File: src/rtl/ram_valid_dp_if.sv
// Bus bundle for ram_valid_dp: producer write port, consumer read port,
// bulk-clear control and status. The master drives requests, the slave
// (the RAM) returns read data and status.
interface ram_valid_dp_if #(
  parameter int AW = 4,
  parameter int DW = 8
);
  logic          wr_en_i;
  logic [AW-1:0] wr_addr_i;
  logic [DW-1:0] wr_data_i;
  logic          rd_en_i;
  logic [AW-1:0] rd_addr_i;
  logic [DW-1:0] rd_data_o;
  logic          rd_valid_o;
  logic          rd_hit_o;
  logic          clr_i;
  logic          busy_o;
  logic [AW:0]   valid_cnt_o;

  modport master (
    output wr_en_i, wr_addr_i, wr_data_i, rd_en_i, rd_addr_i, clr_i,
    input  rd_data_o, rd_valid_o, rd_hit_o, busy_o, valid_cnt_o
  );

  modport slave (
    input  wr_en_i, wr_addr_i, wr_data_i, rd_en_i, rd_addr_i, clr_i,
    output rd_data_o, rd_valid_o, rd_hit_o, busy_o, valid_cnt_o
  );
endinterface

File: src/rtl/ram_valid_dp.sv
// Simple dual-port RAM with per-word valid bits, a registered read port,
// an occupancy counter and a hardware clear sequencer. The data array has
// no reset; the valid bits are what make the contents trustworthy, so a
// clear drops them all at once and then sweeps the array to zero.
module ram_valid_dp #(
  parameter int AW = 4,
  parameter int DW = 8
) (
  input  logic          clk_i,
  input  logic          rst_i,
  ram_valid_dp_if.slave bus
);
  localparam int DEPTH = 1 << AW;

  typedef enum logic {
    IDLE  = 1'b0,
    CLEAR = 1'b1
  } state_t;

  state_t        state;
  logic [AW-1:0] cnt;
  logic [DEPTH-1:0] valid;
  logic [AW:0]   valid_cnt;
  logic [DW-1:0] mem [DEPTH];

  logic [DW-1:0] rd_data;
  logic          rd_valid;
  logic          rd_hit;

  logic accept;
  logic wr_acc;
  logic rd_acc;
  logic bypass;
  logic wr_new;

  // Accesses are only honoured when no clear is running or being started.
  assign accept = (state == IDLE) && !bus.clr_i;
  assign wr_acc = accept && bus.wr_en_i;
  assign rd_acc = accept && bus.rd_en_i;
  assign bypass = wr_acc && (bus.wr_addr_i == bus.rd_addr_i);
  assign wr_new = wr_acc && !valid[bus.wr_addr_i];

  assign bus.rd_data_o   = rd_data;
  assign bus.rd_valid_o  = rd_valid;
  assign bus.rd_hit_o    = rd_hit;
  assign bus.busy_o      = (state == CLEAR);
  assign bus.valid_cnt_o = valid_cnt;

  // Data array: the sweep owns the write port while clearing, otherwise
  // accepted producer writes land here.
  always_ff @(posedge clk_i) begin
    if (state == CLEAR) begin
      mem[cnt] <= '0;
    end else if (wr_acc) begin
      mem[bus.wr_addr_i] <= bus.wr_data_i;
    end
  end

  // Registered read port with write-first bypass; invalid words read as
  // zero so stale contents never leak out. Outputs hold without a read.
  always_ff @(posedge clk_i or posedge rst_i) begin
    if (rst_i) begin
      rd_valid <= 1'b0;
      rd_hit   <= 1'b0;
      rd_data  <= '0;
    end else begin
      rd_valid <= rd_acc;
      if (rd_acc) begin
        if (bypass) begin
          rd_hit  <= 1'b1;
          rd_data <= bus.wr_data_i;
        end else if (valid[bus.rd_addr_i]) begin
          rd_hit  <= 1'b1;
          rd_data <= mem[bus.rd_addr_i];
        end else begin
          rd_hit  <= 1'b0;
          rd_data <= '0;
        end
      end
    end
  end

  // Clear sequencer plus valid-bit and occupancy bookkeeping; starting a
  // clear invalidates everything in one edge, the sweep then zeroes mem.
  always_ff @(posedge clk_i or posedge rst_i) begin
    if (rst_i) begin
      state     <= IDLE;
      cnt       <= '0;
      valid     <= '0;
      valid_cnt <= '0;
    end else begin
      case (state)
        IDLE: begin
          if (bus.clr_i) begin
            state     <= CLEAR;
            cnt       <= '0;
            valid     <= '0;
            valid_cnt <= '0;
          end else if (wr_acc) begin
            valid[bus.wr_addr_i] <= 1'b1;
            if (wr_new) begin
              valid_cnt <= valid_cnt + 1'b1;
            end
          end
        end
        CLEAR: begin
          cnt <= cnt + 1'b1;
          if (&cnt) begin
            state <= IDLE;
          end
        end
        default: begin
          state <= IDLE;
        end
      endcase
    end
  end
endmodule

File: src/flat_wrapper.sv
// flat-port wrapper written by rule: the top's interface ports become plain ports
module ram_valid_dp_flat 
#(
  parameter int AW = 4,
  parameter int DW = 8
)
  (clk_i, rst_i, bus_wr_en_i, bus_wr_addr_i, bus_wr_data_i, bus_rd_en_i, bus_rd_addr_i, bus_clr_i, bus_rd_data_o, bus_rd_valid_o, bus_rd_hit_o, bus_busy_o, bus_valid_cnt_o);
  ram_valid_dp_if #(.AW(AW), .DW(DW)) bus_i ();
  input  logic clk_i;
  input  logic rst_i;
  input wire logic [$bits(bus_i.wr_en_i)-1:0] bus_wr_en_i;
  input wire logic [$bits(bus_i.wr_addr_i)-1:0] bus_wr_addr_i;
  input wire logic [$bits(bus_i.wr_data_i)-1:0] bus_wr_data_i;
  input wire logic [$bits(bus_i.rd_en_i)-1:0] bus_rd_en_i;
  input wire logic [$bits(bus_i.rd_addr_i)-1:0] bus_rd_addr_i;
  input wire logic [$bits(bus_i.clr_i)-1:0] bus_clr_i;
  output wire logic [$bits(bus_i.rd_data_o)-1:0] bus_rd_data_o;
  output wire logic [$bits(bus_i.rd_valid_o)-1:0] bus_rd_valid_o;
  output wire logic [$bits(bus_i.rd_hit_o)-1:0] bus_rd_hit_o;
  output wire logic [$bits(bus_i.busy_o)-1:0] bus_busy_o;
  output wire logic [$bits(bus_i.valid_cnt_o)-1:0] bus_valid_cnt_o;
  assign bus_i.wr_en_i = bus_wr_en_i;
  assign bus_i.wr_addr_i = bus_wr_addr_i;
  assign bus_i.wr_data_i = bus_wr_data_i;
  assign bus_i.rd_en_i = bus_rd_en_i;
  assign bus_i.rd_addr_i = bus_rd_addr_i;
  assign bus_i.clr_i = bus_clr_i;
  assign bus_rd_data_o = bus_i.rd_data_o;
  assign bus_rd_valid_o = bus_i.rd_valid_o;
  assign bus_rd_hit_o = bus_i.rd_hit_o;
  assign bus_busy_o = bus_i.busy_o;
  assign bus_valid_cnt_o = bus_i.valid_cnt_o;
  ram_valid_dp #(.AW(AW), .DW(DW)) u_core (.clk_i(clk_i), .rst_i(rst_i), .bus(bus_i));
endmodule
File: config.mk
export PLATFORM = sky130hd
export DESIGN_NAME = ram_valid_dp_flat
export DESIGN_NICKNAME = d
export VERILOG_FILES = /design/src/rtl/ram_valid_dp_if.sv /design/src/rtl/ram_valid_dp.sv /design/src/flat_wrapper.sv
export SDC_FILE = /design/constraint.sdc
export NUM_CORES = 1
export LEC_CHECK = 0
export CORE_ASPECT_RATIO = 2
export CORE_MARGIN = 1.5
export CORE_UTILIZATION = 45
export DETAILED_ROUTE_END_ITERATION = 16
export GPL_ROUTABILITY_DRIVEN = 0
export GPL_TIMING_DRIVEN = 0
export MAX_ROUTING_LAYER = met4
export SLEW_MARGIN = 5
export SYNTH_ARGS = -nofsm -noshare
export SYNTH_HDL_FRONTEND = slang
export SYNTH_SLANG_ARGS = --single-unit
File: constraint.sdc
create_clock -name clk_i -period 2.9 [get_ports clk_i]
set_input_delay 0.29 -clock clk_i [delete_from_list [all_inputs] [get_ports clk_i]]
set_output_delay 0.29 -clock clk_i [all_outputs]
set_load 0.05 [all_outputs]
==> qor.csv <==
metric,value,unit
status,completed,
die_area,0.0162,sq mm
fp.dieH,178,um
skew,6.10,ps
synth_top_family_by_area,multiplexers,
ir_drop,0.543,mV
synth_simple_gate_area_share,7.90,%
wl_per_cell,21.2,um
setup_violations,0,
power.density,857,mW/mm^2
start_util,45.8,%
cp_data_arrival_time,2750,ps
fin_total_pwr,6.93,mW
synth_fa_ha_area_share,0.361,%
ios,37,
async_reset_ff_share,22.0,%
pwr-share-seq,47.4,%
slew_viol_final,0,
route.detailed.drc,0,
antennaDiodeCount,0,
core-area,0.0151,sq mm
fin_util,53.4,%
grt_pass1_vias,3783,
end_kind,register,
synth_mux_area_share,16.3,%
worstMarginPinSlew,1040,ps
pwr-share-comb,22.7,%
min_period_over_period,92.8,%
drive_above_1_share,25.5,%
fillers,1235,
max_cap_violations,0,
hpwl,9.84,mm
fp-row-count,64,
antenna_left,0,
port-buffer-count,30,
clk_path_buf_depth,2,
clkTransAtPathRegs,70,ps
ys_ff_latch,164,
period_minus_slack,2690,ps
via_per_inst,5.61,
netlist_area,0.00692,sq mm
overflow,0,
final_nets,480,
path_class,register to register,
clock_latency,420,ps
dominantRegCellSynth,edfxtp_1,
synth_edf_count,128,
grt_first_pass_wirelength,22.5,mm
hold_path_class,input pin to register,
yosys_warnings,0,
finalHoldViolCount,0,
routed_wl,14.1,mm
drt_first_pass_iters,6,
die_x,90.7,um
hold_buffers,0,
clock_sinks,164,
reg2reg_depth,6,
mostFrequentLayoutCells,"edfxtp_1, mux4_2, dfrtp_1",
whs_path_depth,2,
area_growth,16.8,%
synth_xor_xnor_area_share,0.759,%
synth_compound_area_share,3.98,%
grt_max_degree,37,
postSynthCellCount,408,
synth-seq-area-share,68.5,%
p_int,4.77,mW
synthesis.nets,431,
power_switching,2.16,mW
htreeDepth,4,
layout_commonest_cell,edfxtp_1,
antenna_found_initial,0,
syn_avg_cell_area,17.0,sq um
rsz0062_at_grt,yes,
post_cts_buffers,0,
crit_required,2960,ps
drt-initial-drc-count,287,
grt_usage,19.8,%
pwr-share-clk,29.9,%
ys_types,43,
worstPathMaxFanout,10,
route.vias.total,3747,
cp-start-kind,register,
max_freq,371,MHz
p_leak,2.82,nW
cts_root_buf,clkbuf_16,
netSwitchingFraction,31.2,%
cts_buffers,17,
cts_tree,yes,
worst_slew_margin_rel,29.8,%
==> worst max-delay path, cell delays in order (launching register included) <==
cell,delay (ps)
dfrtp_1,420
nor3b_1,410
clkbuf_2,360
nand2_1,90
nor2_1,380
a21oi_1,210
nor2_2,460
==> per-stage QoR <==
step	cell area [sq um]	std cells	setup TNS (ps)	hold WS, ps	worst slack [ps]
finish	8090	668	0	111	208
global route	8090	668	-80.9	120	-11.2
CTS	8060	668	0	105	33.5
detailed placement	7470	636	-93240	486	-734
global placement	7470	636	-95320	482	-731
floorplan	6920	408	0	457	407
==> routing by layer <==
layer / part of all wire (%) / vias up / track usage [%]
li1: - / 1704 / -
met1: 43 / 1934 / 25.5
met2: 52 / 95 / 31.9
met3: 4.2 / 14 / 3.84
met4: 1.1 / 0 / 5.95
met5: 0 / - / -
==> cell usage after synthesis (2+ instances only) <==
library cell	count	share of area [%]
edfxtp_1	128	56
mux4_2	47	15
nor2_1	44	2.4
dfrtp_1	36	13
a21oi_1	27	2.0
nand3_1	23	1.7
nand2_1	16	0.87
clkbuf_1	10	0.54
and2_1	9	0.81
mux2i_1	5	0.72
xor2_1	5	0.63
buf_2	4	0.29
buf_6	4	0.65
inv_1	4	0.22
o31ai_1	4	0.43
nand2b_1	3	0.27
nor3b_1	3	0.33
o21ai_0	3	0.22
a22o_1	2	0.25
clkbuf_8	2	0.40
ha_1	2	0.36
mux2_2	2	0.33
nor2b_1	2	0.18
nor3_1	2	0.14
o211ai_1	2	0.22
or4_1	2	0.22
==> area by class of cell <==
| type | instances | area [sq um] | share of cell area (%) |
|---|---|---|---|
| multi-input cells | 219 | 2090 | 25.9 |
| repair buffers | 30 | 300 | 3.71 |
| flip-flops and latches | 164 | 4740 | 58.7 |
| clock buffers | 17 | 425 | 5.26 |
| plain buffers | 20 | 133 | 1.64 |
| inverters | 5 | 18.8 | 0.232 |
| clock inverters | 15 | 123 | 1.52 |
| well taps | 198 | 248 | 3.06 |
==> cell families (layout without fill, tap and decap cells) <==
| kind of cell | Yosys count | in the layout |
|---|---|---|
| XOR/XNOR | 6 | 6 |
| flip-flops | 164 | 164 |
| AO/OA/AOI/OAI | 44 | 44 |
| buffers and inverters | 25 | 87 |
| AND/OR/NAND/NOR | 113 | 113 |
| adder cells (fa/ha/maj) | 2 | 2 |
| multiplexers | 54 | 54 |
==> state kept, by name (all words and copies together), names as in the netlist <==
name and flops:
u_core.mem 128, u_core.bus.busy_o 1, u_core.bus.rd_hit_o 1, u_core.bus.rd_valid_o 1, u_core.valid 16, u_core.bus.rd_data_o 8, u_core.cnt 4, u_core.bus.valid_cnt_o 5
==> power groups by stage <==
stage | combinational, mW | clock, mW | sequential, mW
global placement | 1.49 | 0 | 3.32
global route | 1.70 | 2.19 | 3.34
finish | 1.58 | 2.07 | 3.28
floorplan | 0.843 | 0 | 3.49
CTS | 1.57 | 2.10 | 3.29
detailed placement | 1.51 | 0 | 3.34
==> final timing paths <==
path / start / endpoint / slack, ps
max: u_core.bus.busy_o$_DFF_PP0_ / u_core.mem[10][2]$_DFFE_PP_ / 210
min: bus_clr_i / u_core.bus.valid_cnt_o[0]$_DFFE_PP0P_ / 110
max reg2reg: u_core.bus.busy_o$_DFF_PP0_ / u_core.mem[10][2]$_DFFE_PP_ / 210
min reg2reg: u_core.bus.rd_data_o[5]$_DFFE_PP0P_ / u_core.bus.rd_data_o[5]$_DFFE_PP0P_ / 490
max in group asynchronous: rst_i / u_core.bus.rd_data_o[0]$_DFFE_PP0P_ / 2060
min in group asynchronous: rst_i / u_core.valid[0]$_DFFE_PP0P_ / 340
==> what timing repair did <==
action / CTS / global route
pin swaps: 0 / 0
setup endpoints to repair: 128 / 128
gates resized for setup: 17 / 7
cloned: 0 / 0
endpoints found under the hold margin: 0 / 0
(Power assumes the default switching activity.)
